[config.mk]
export PLATFORM = sky130hd
export DESIGN_NAME = sigmoid_arbiter
export DESIGN_NICKNAME = d
export VERILOG_FILES = /design/src/rtl/sigmoid_arbiter.sv
export SDC_FILE = /design/constraint.sdc
export NUM_CORES = 1
export LEC_CHECK = 0
export CAP_MARGIN = 5
export CORE_ASPECT_RATIO = 1.75
export CORE_UTILIZATION = 37
export CTS_CLUSTER_SIZE = 25
export DETAILED_ROUTE_END_ITERATION = 8
export PLACE_DENSITY = 0.88
export REMOVE_ABC_BUFFERS = 1
export SYNTH_ARGS = -nofsm -noshare
export SYNTH_HDL_FRONTEND = slang
export SYNTH_SLANG_ARGS = --single-unit
export TNS_END_PERCENT = 5
[constraint.sdc]
create_clock -name clk -period 3.8 [get_ports clk]
set_input_delay 1.14 -clock clk [delete_from_list [all_inputs] [get_ports clk]]
set_output_delay 1.14 -clock clk [all_outputs]
set_load 0.02 [all_outputs]
[src/rtl/sigmoid_arbiter.sv]
// Round-robin front end for one shared multi-cycle sigmoid unit: accepts one
// pre-activation, holds the unit's operand for the whole divide, and returns the result or a timeout NaN.
module sigmoid_arbiter #(
  parameter int NUM_REQ = 4,
  parameter int DATA_W  = 32,
  parameter int TIMEOUT = 64
) (
  input  logic                         clk,
  input  logic                         rst_l,
  input  logic [NUM_REQ-1:0]           req_valid,
  input  logic [NUM_REQ*DATA_W-1:0]    req_data,
  output logic [NUM_REQ-1:0]           req_ready,
  input  logic [2:0]                   round_mode,
  output logic [DATA_W-1:0]            sig_in_x,
  output logic                         sig_in_valid,
  output logic [2:0]                   sig_round_mode,
  input  logic                         sig_out_valid,
  input  logic [DATA_W-1:0]            sig_out_sigmoid,
  output logic                         rsp_valid,
  input  logic                         rsp_ready,
  output logic [DATA_W-1:0]            rsp_data,
  output logic [$clog2(NUM_REQ)-1:0]   rsp_id,
  output logic                         rsp_err,
  output logic                         busy
);
  localparam int PTR_W = $clog2(NUM_REQ);
  localparam int CNT_W = $clog2(TIMEOUT);
  localparam logic [CNT_W-1:0]  CNT_MAX = CNT_W'(TIMEOUT - 1);
  localparam logic [DATA_W-1:0] NAN_W   = DATA_W'(32'h7fc00000);

  typedef enum logic [2:0] {S_IDLE, S_ISSUE, S_WAIT, S_CAPTURE, S_RESP} state_e;

  typedef struct packed {
    logic [DATA_W-1:0] data;
    logic [PTR_W-1:0]  id;
    logic              err;
  } rsp_t;

  state_e            state_q, state_d;
  logic [DATA_W-1:0] x_q, x_d;
  logic [2:0]        rm_q, rm_d;
  logic [PTR_W-1:0]  last_q, last_d;
  logic [CNT_W-1:0]  cnt_q, cnt_d;
  rsp_t              rsp_q, rsp_d;

  logic [DATA_W-1:0] req_x [NUM_REQ];
  logic              gnt_found;
  logic [PTR_W-1:0]  gnt_idx, cand;

  for (genvar g = 0; g < NUM_REQ; g++) begin : g_slot
    assign req_x[g] = req_data[g*DATA_W +: DATA_W];
  end

  // Rotating priority: scan upward from the slot after the last winner.
  always_comb begin
    gnt_found = 1'b0;
    gnt_idx   = '0;
    cand      = '0;
    for (int k = 1; k <= NUM_REQ; k++) begin
      cand = PTR_W'((int'(last_q) + k) % NUM_REQ);
      if (!gnt_found && req_valid[cand]) begin
        gnt_found = 1'b1;
        gnt_idx   = cand;
      end
    end
  end

  always_ff @(posedge clk or negedge rst_l) begin
    if (!rst_l) state_q <= S_IDLE;
    else        state_q <= state_d;
  end

  always_comb begin
    state_d = state_q;
    unique case (state_q)
      S_IDLE:    if (gnt_found) state_d = S_ISSUE;
      S_ISSUE:   state_d = S_WAIT;
      S_WAIT: begin
        if (sig_out_valid)         state_d = S_CAPTURE;
        else if (cnt_q == CNT_MAX) state_d = S_RESP;
      end
      S_CAPTURE: state_d = S_RESP;
      S_RESP:    if (rsp_ready) state_d = S_IDLE;
      default:   state_d = S_IDLE;
    endcase
  end

  always_comb begin
    req_ready = '0;
    if (rst_l && state_q == S_IDLE && gnt_found) req_ready = NUM_REQ'(1) << gnt_idx;
    sig_in_valid = (state_q == S_ISSUE);
    rsp_valid    = (state_q == S_RESP);
    busy         = (state_q != S_IDLE);
  end

  // Datapath next-state; a done pulse on the expiry cycle still takes the capture path.
  always_comb begin
    x_d    = x_q;
    rm_d   = rm_q;
    last_d = last_q;
    cnt_d  = cnt_q;
    rsp_d  = rsp_q;
    unique case (state_q)
      S_IDLE: begin
        if (gnt_found) begin
          x_d      = req_x[gnt_idx];
          rm_d     = round_mode;
          last_d   = gnt_idx;
          rsp_d.id = gnt_idx;
        end
      end
      S_ISSUE: cnt_d = '0;
      S_WAIT: begin
        if (!sig_out_valid) begin
          if (cnt_q == CNT_MAX) begin
            rsp_d.data = NAN_W;
            rsp_d.err  = 1'b1;
          end else begin
            cnt_d = cnt_q + CNT_W'(1);
          end
        end
      end
      // The unit's result register is valid only one edge after its done pulse.
      S_CAPTURE: begin
        rsp_d.data = sig_out_sigmoid;
        rsp_d.err  = 1'b0;
      end
      default: ;
    endcase
  end

  always_ff @(posedge clk or negedge rst_l) begin
    if (!rst_l) begin
      x_q    <= '0;
      rm_q   <= '0;
      last_q <= PTR_W'(NUM_REQ - 1);
      cnt_q  <= '0;
      rsp_q  <= '0;
    end else begin
      x_q    <= x_d;
      rm_q   <= rm_d;
      last_q <= last_d;
      cnt_q  <= cnt_d;
      rsp_q  <= rsp_d;
    end
  end

  assign sig_in_x       = x_q;
  assign sig_round_mode = rm_q;
  assign rsp_data       = rsp_q.data;
  assign rsp_id         = rsp_q.id;
  assign rsp_err        = rsp_q.err;

endmodule
==> summary.txt <==
Floorplanning
  – Die area: roughly 11000 um^2
  – I/O pin total: 248
  – Die W: between 80 and 90 um
  – Core area: approximately 11000 um^2
  – Initial Util: between 30% and 40%
  – Die height: 140 um
  – Rows: 50

Clock tree
  – Root Buffer: clkbuf_16
  – Clock Tree Buf Depth: 2
  – H-tree lvl count: 3
  – Worst skew pair latency: roughly 0.34 ns
  – Reg clk slew, reported paths: roughly 0.07 ns
  – # hold bufs at CTS: 0
  – CTS sink cnt: 81
  – Clock tree from TritonCTS: done
  – Num CTS Buffers: 9

Timing
  – Max Freq: about 270 MHz
  – Final Critical Period: 3.74 ns
  – Pins Over Slew Limit: 0
  – Final setup fails: 0
  – RSZ-0062 raised after global routing: yes
  – Actual slew at the worst max-slew pin: between 0.9 and 1 ns
  – Clk_skew: between 0.006 and 0.007 ns
  – Period utilization: 98.5%
  – Hold Slack: between 0.5 and 0.6 ns
  – Final Hold Viols: 0
  – Normalized max-slew margin: roughly two fifths

Logic synthesis
  – Area share of the largest cell type after synthesis: around half
  – Yosys top cell by area: dfrtp_1
  – #FFs+latches synth: 81
  – Cell area after synthesis: approximately 4000 um^2
  – Count leader, synth: dfrtp_1
  – EDFF count, synth: 0
  – Syn Inst Count: 401
  – Post-synth ARST share: 100%
  – Post-synthesis sequential area ratio: around 50%
  – Commonest cells post-synth: 79 x dfrtp_1, 60 x nand2_1, 42 x nor2_1, 32 x a31oi_1, 24 x a22o_1
  – Top post-synthesis cells by area: dfrtp_1 49%, mux2_2 6.4%, nand2_1 5.6%, a22o_1 5.2%, a31oi_1 5.0%
  – Prevailing post-synth register cell: dfrtp_1
  – Mean area per synthesized cell: 10.1 um^2
  – YS warnings: 0
  – Post-synth cell types: between 40 and 50

Setup path
  – Req. time, crit path: about 2.7 ns
  – CP Max Fanout: 11
  – Crit path arrival time: 2.60 ns
  – CP Capture Type: output pin
  – Worst path most repeated cell: buf_6
  – Crit start category: primary input
  – Worst path slowest cell: clkdlybuf4s50_1
  – CP peak stage delay: roughly 0.42 ns
  – Worst-path cell chain: clkdlybuf4s50_1, or2_4, nor3_4, buf_6, nor2_4, buf_6, and3_1, buf_4
  – Crit path kind: in2out

Layout
  – # nets final: 818
  – Layout cell share with drive strength beyond 1: 11.2%
  – P&R area growth vs syn: 73.9%
  – Filler Cells Inserted: about 840
  – ANT cells: 0

Global route
  – Gr usage total: a little over a quarter
  – Remaining global-route overflow: 0
  – Initial antenna violation count: 0
  – Vias in the first global route: 4430
  – Largest net degree at the start of global routing: between 60 and 70
  – First-pass GRT wire length: 22100 um

Flow run
  – Maxcap violations: 0

Status
  – Status: complete, no violations

Pwr
  – VDD IR-drop max: 0.470 mV
  – Power density over the cells: 806 nW/um^2
  – Leakage power: between 2 and 3 nW
  – Total chip power: about 5.7 mW

Routing
  – 1st-iter DRT viols: 180
  – Antenna violation net count after detailed routing: 0
  – Routed wire length: between 10000 and 15000 um
  – Via count: ~4300
  – Vias per inst: 5.52
  – Post-DR wirelength/cell: 18.6 um
  – DR pass1 iterations: 5
  – Drt drc: 0

Placement
  – RePlAce Congestion: 0.810
  – Port Buffers: roughly 250
  – Post-DP HPWL: 11100 um

Min path
  – Worst min-delay path category: reg2reg
## logic make-up (layout without fill, tap and decap cells)
family	Yosys count	after routing	synth area share, %
DFF	81	81	50.3
adders and majority gates	1	1	0.310
muxes	24	24	6.67
AOI/OAI and AO/OA	126	126	24.1
buffers and inverters	39	289	4.50
xor gates and xnor gates	3	3	0.651
and+or+nand+nor	127	127	13.4
## per-stage QoR
| step | worst slack [ns] | cells | utilization (%) | area, um^2 | setup TNS, ns |
|---|---|---|---|---|---|
| CTS | 0.00379 | 781 | 66.0 | 7020 | 0 |
| global route | -0.0218 | 781 | 66.0 | 7020 | -0.0218 |
| floorplan | -1.50 | 369 | - | 3880 | -14.42 |
| global placement | -0.317 | 765 | 62.6 | 6660 | -0.967 |
| finish | 0.0586 | 781 | 66.0 | 7020 | 0 |
| detailed placement | -0.376 | 765 | 62.6 | 6660 | -1.16 |
## final timing paths
check / from / to / slack [ns] / depth (start not counted)
max: req_valid[0] / req_ready[1] / 0.06 / 8
min: rsp_data[9] / rsp_data[9] / 0.51 / 1
max reg2reg: last_q[0] / sig_in_x[10] / 1.56 / 6
min reg2reg: rsp_data[9] / rsp_data[9] / 0.51 / 1
max in group asynchronous: rst_l / sig_round_mode[0] / 2.38 / 2
min in group asynchronous: rst_l / rsp_data[18] / 0.60 / 1
## state kept, by name (all words and copies together), names as in the netlist
register and cells:
rsp_data 32, rsp_err 1, last_q 2, state_q 3, cnt_q 6, rsp_id 2, sig_round_mode 3, sig_in_x 32
## what timing repair did
item / 4_1_cts / 5_1_grt
pin swaps: 0 / 1
endpoints found under the setup margin: 4 / 4
gates resized for setup: 10 / 6
setup buffers: 0 / 0
## layout by cell type (no fill, tap or decap), types with 2 or more instances in the layout
master / count
clkdlybuf4s50_1: 240
dfrtp_1: 79
nand2_1: 60
nor2_1: 41
a31oi_1: 32
a22o_1: 24
mux2_2: 23
buf_4: 19
a22oi_1: 18
a222oi_1: 14
o22a_1: 9
clkbuf_16: 9
a21oi_1: 8
inv_1: 7
o21ai_0: 5
and3_1: 4
nand3_1: 4
nor3_1: 3
nor2b_1: 3
xnor2_1: 3
inv_6: 3
bufinv_16: 3
clkbuf_2: 3
o211a_1: 2
a21o_1: 2
o211ai_1: 2
nand2b_1: 2
o21a_1: 2
and2_1: 2
dlygate4sd2_1: 2
dfstp_2: 2
buf_6: 2
## where the power goes
part / internal, mW / leakage (nW) / switching [mW]
Combinational: 1.47 / 1.74 / 1.60
Clock: 0.649 / 0.167 / 0.371
Sequential: 1.29 / 0.954 / 0.270
Total: 3.41 / 2.87 / 2.24
## layout make-up
type	instances	area [um^2]	share of cell area, %
clock buffer	9	225	3.21
clock inverter	7	124	1.77
inverter	7	26.3	0.375
multi-input combinational	281	1850	26.3
sequential	81	2030	28.9
tap	130	163	2.32
timing repair buffer	266	2600	37.1
## worst max-delay path, delay by kind of cell
kind          cells  cell delay (ns)
buf+inv           4             0.85
simple gates      4             0.61
## layer usage
metal / up-vias / share of wire [%] / GRT usage [%]
met2: 259 / 52 / 46.4
met1: 2035 / 34 / 26.4
met3: 43 / 9.5 / 8.47
met4: 0 / 4.1 / 13.3
met5: - / 0 / 0
li1: 1975 / - / -
Power figures use the tool's default switching activity.
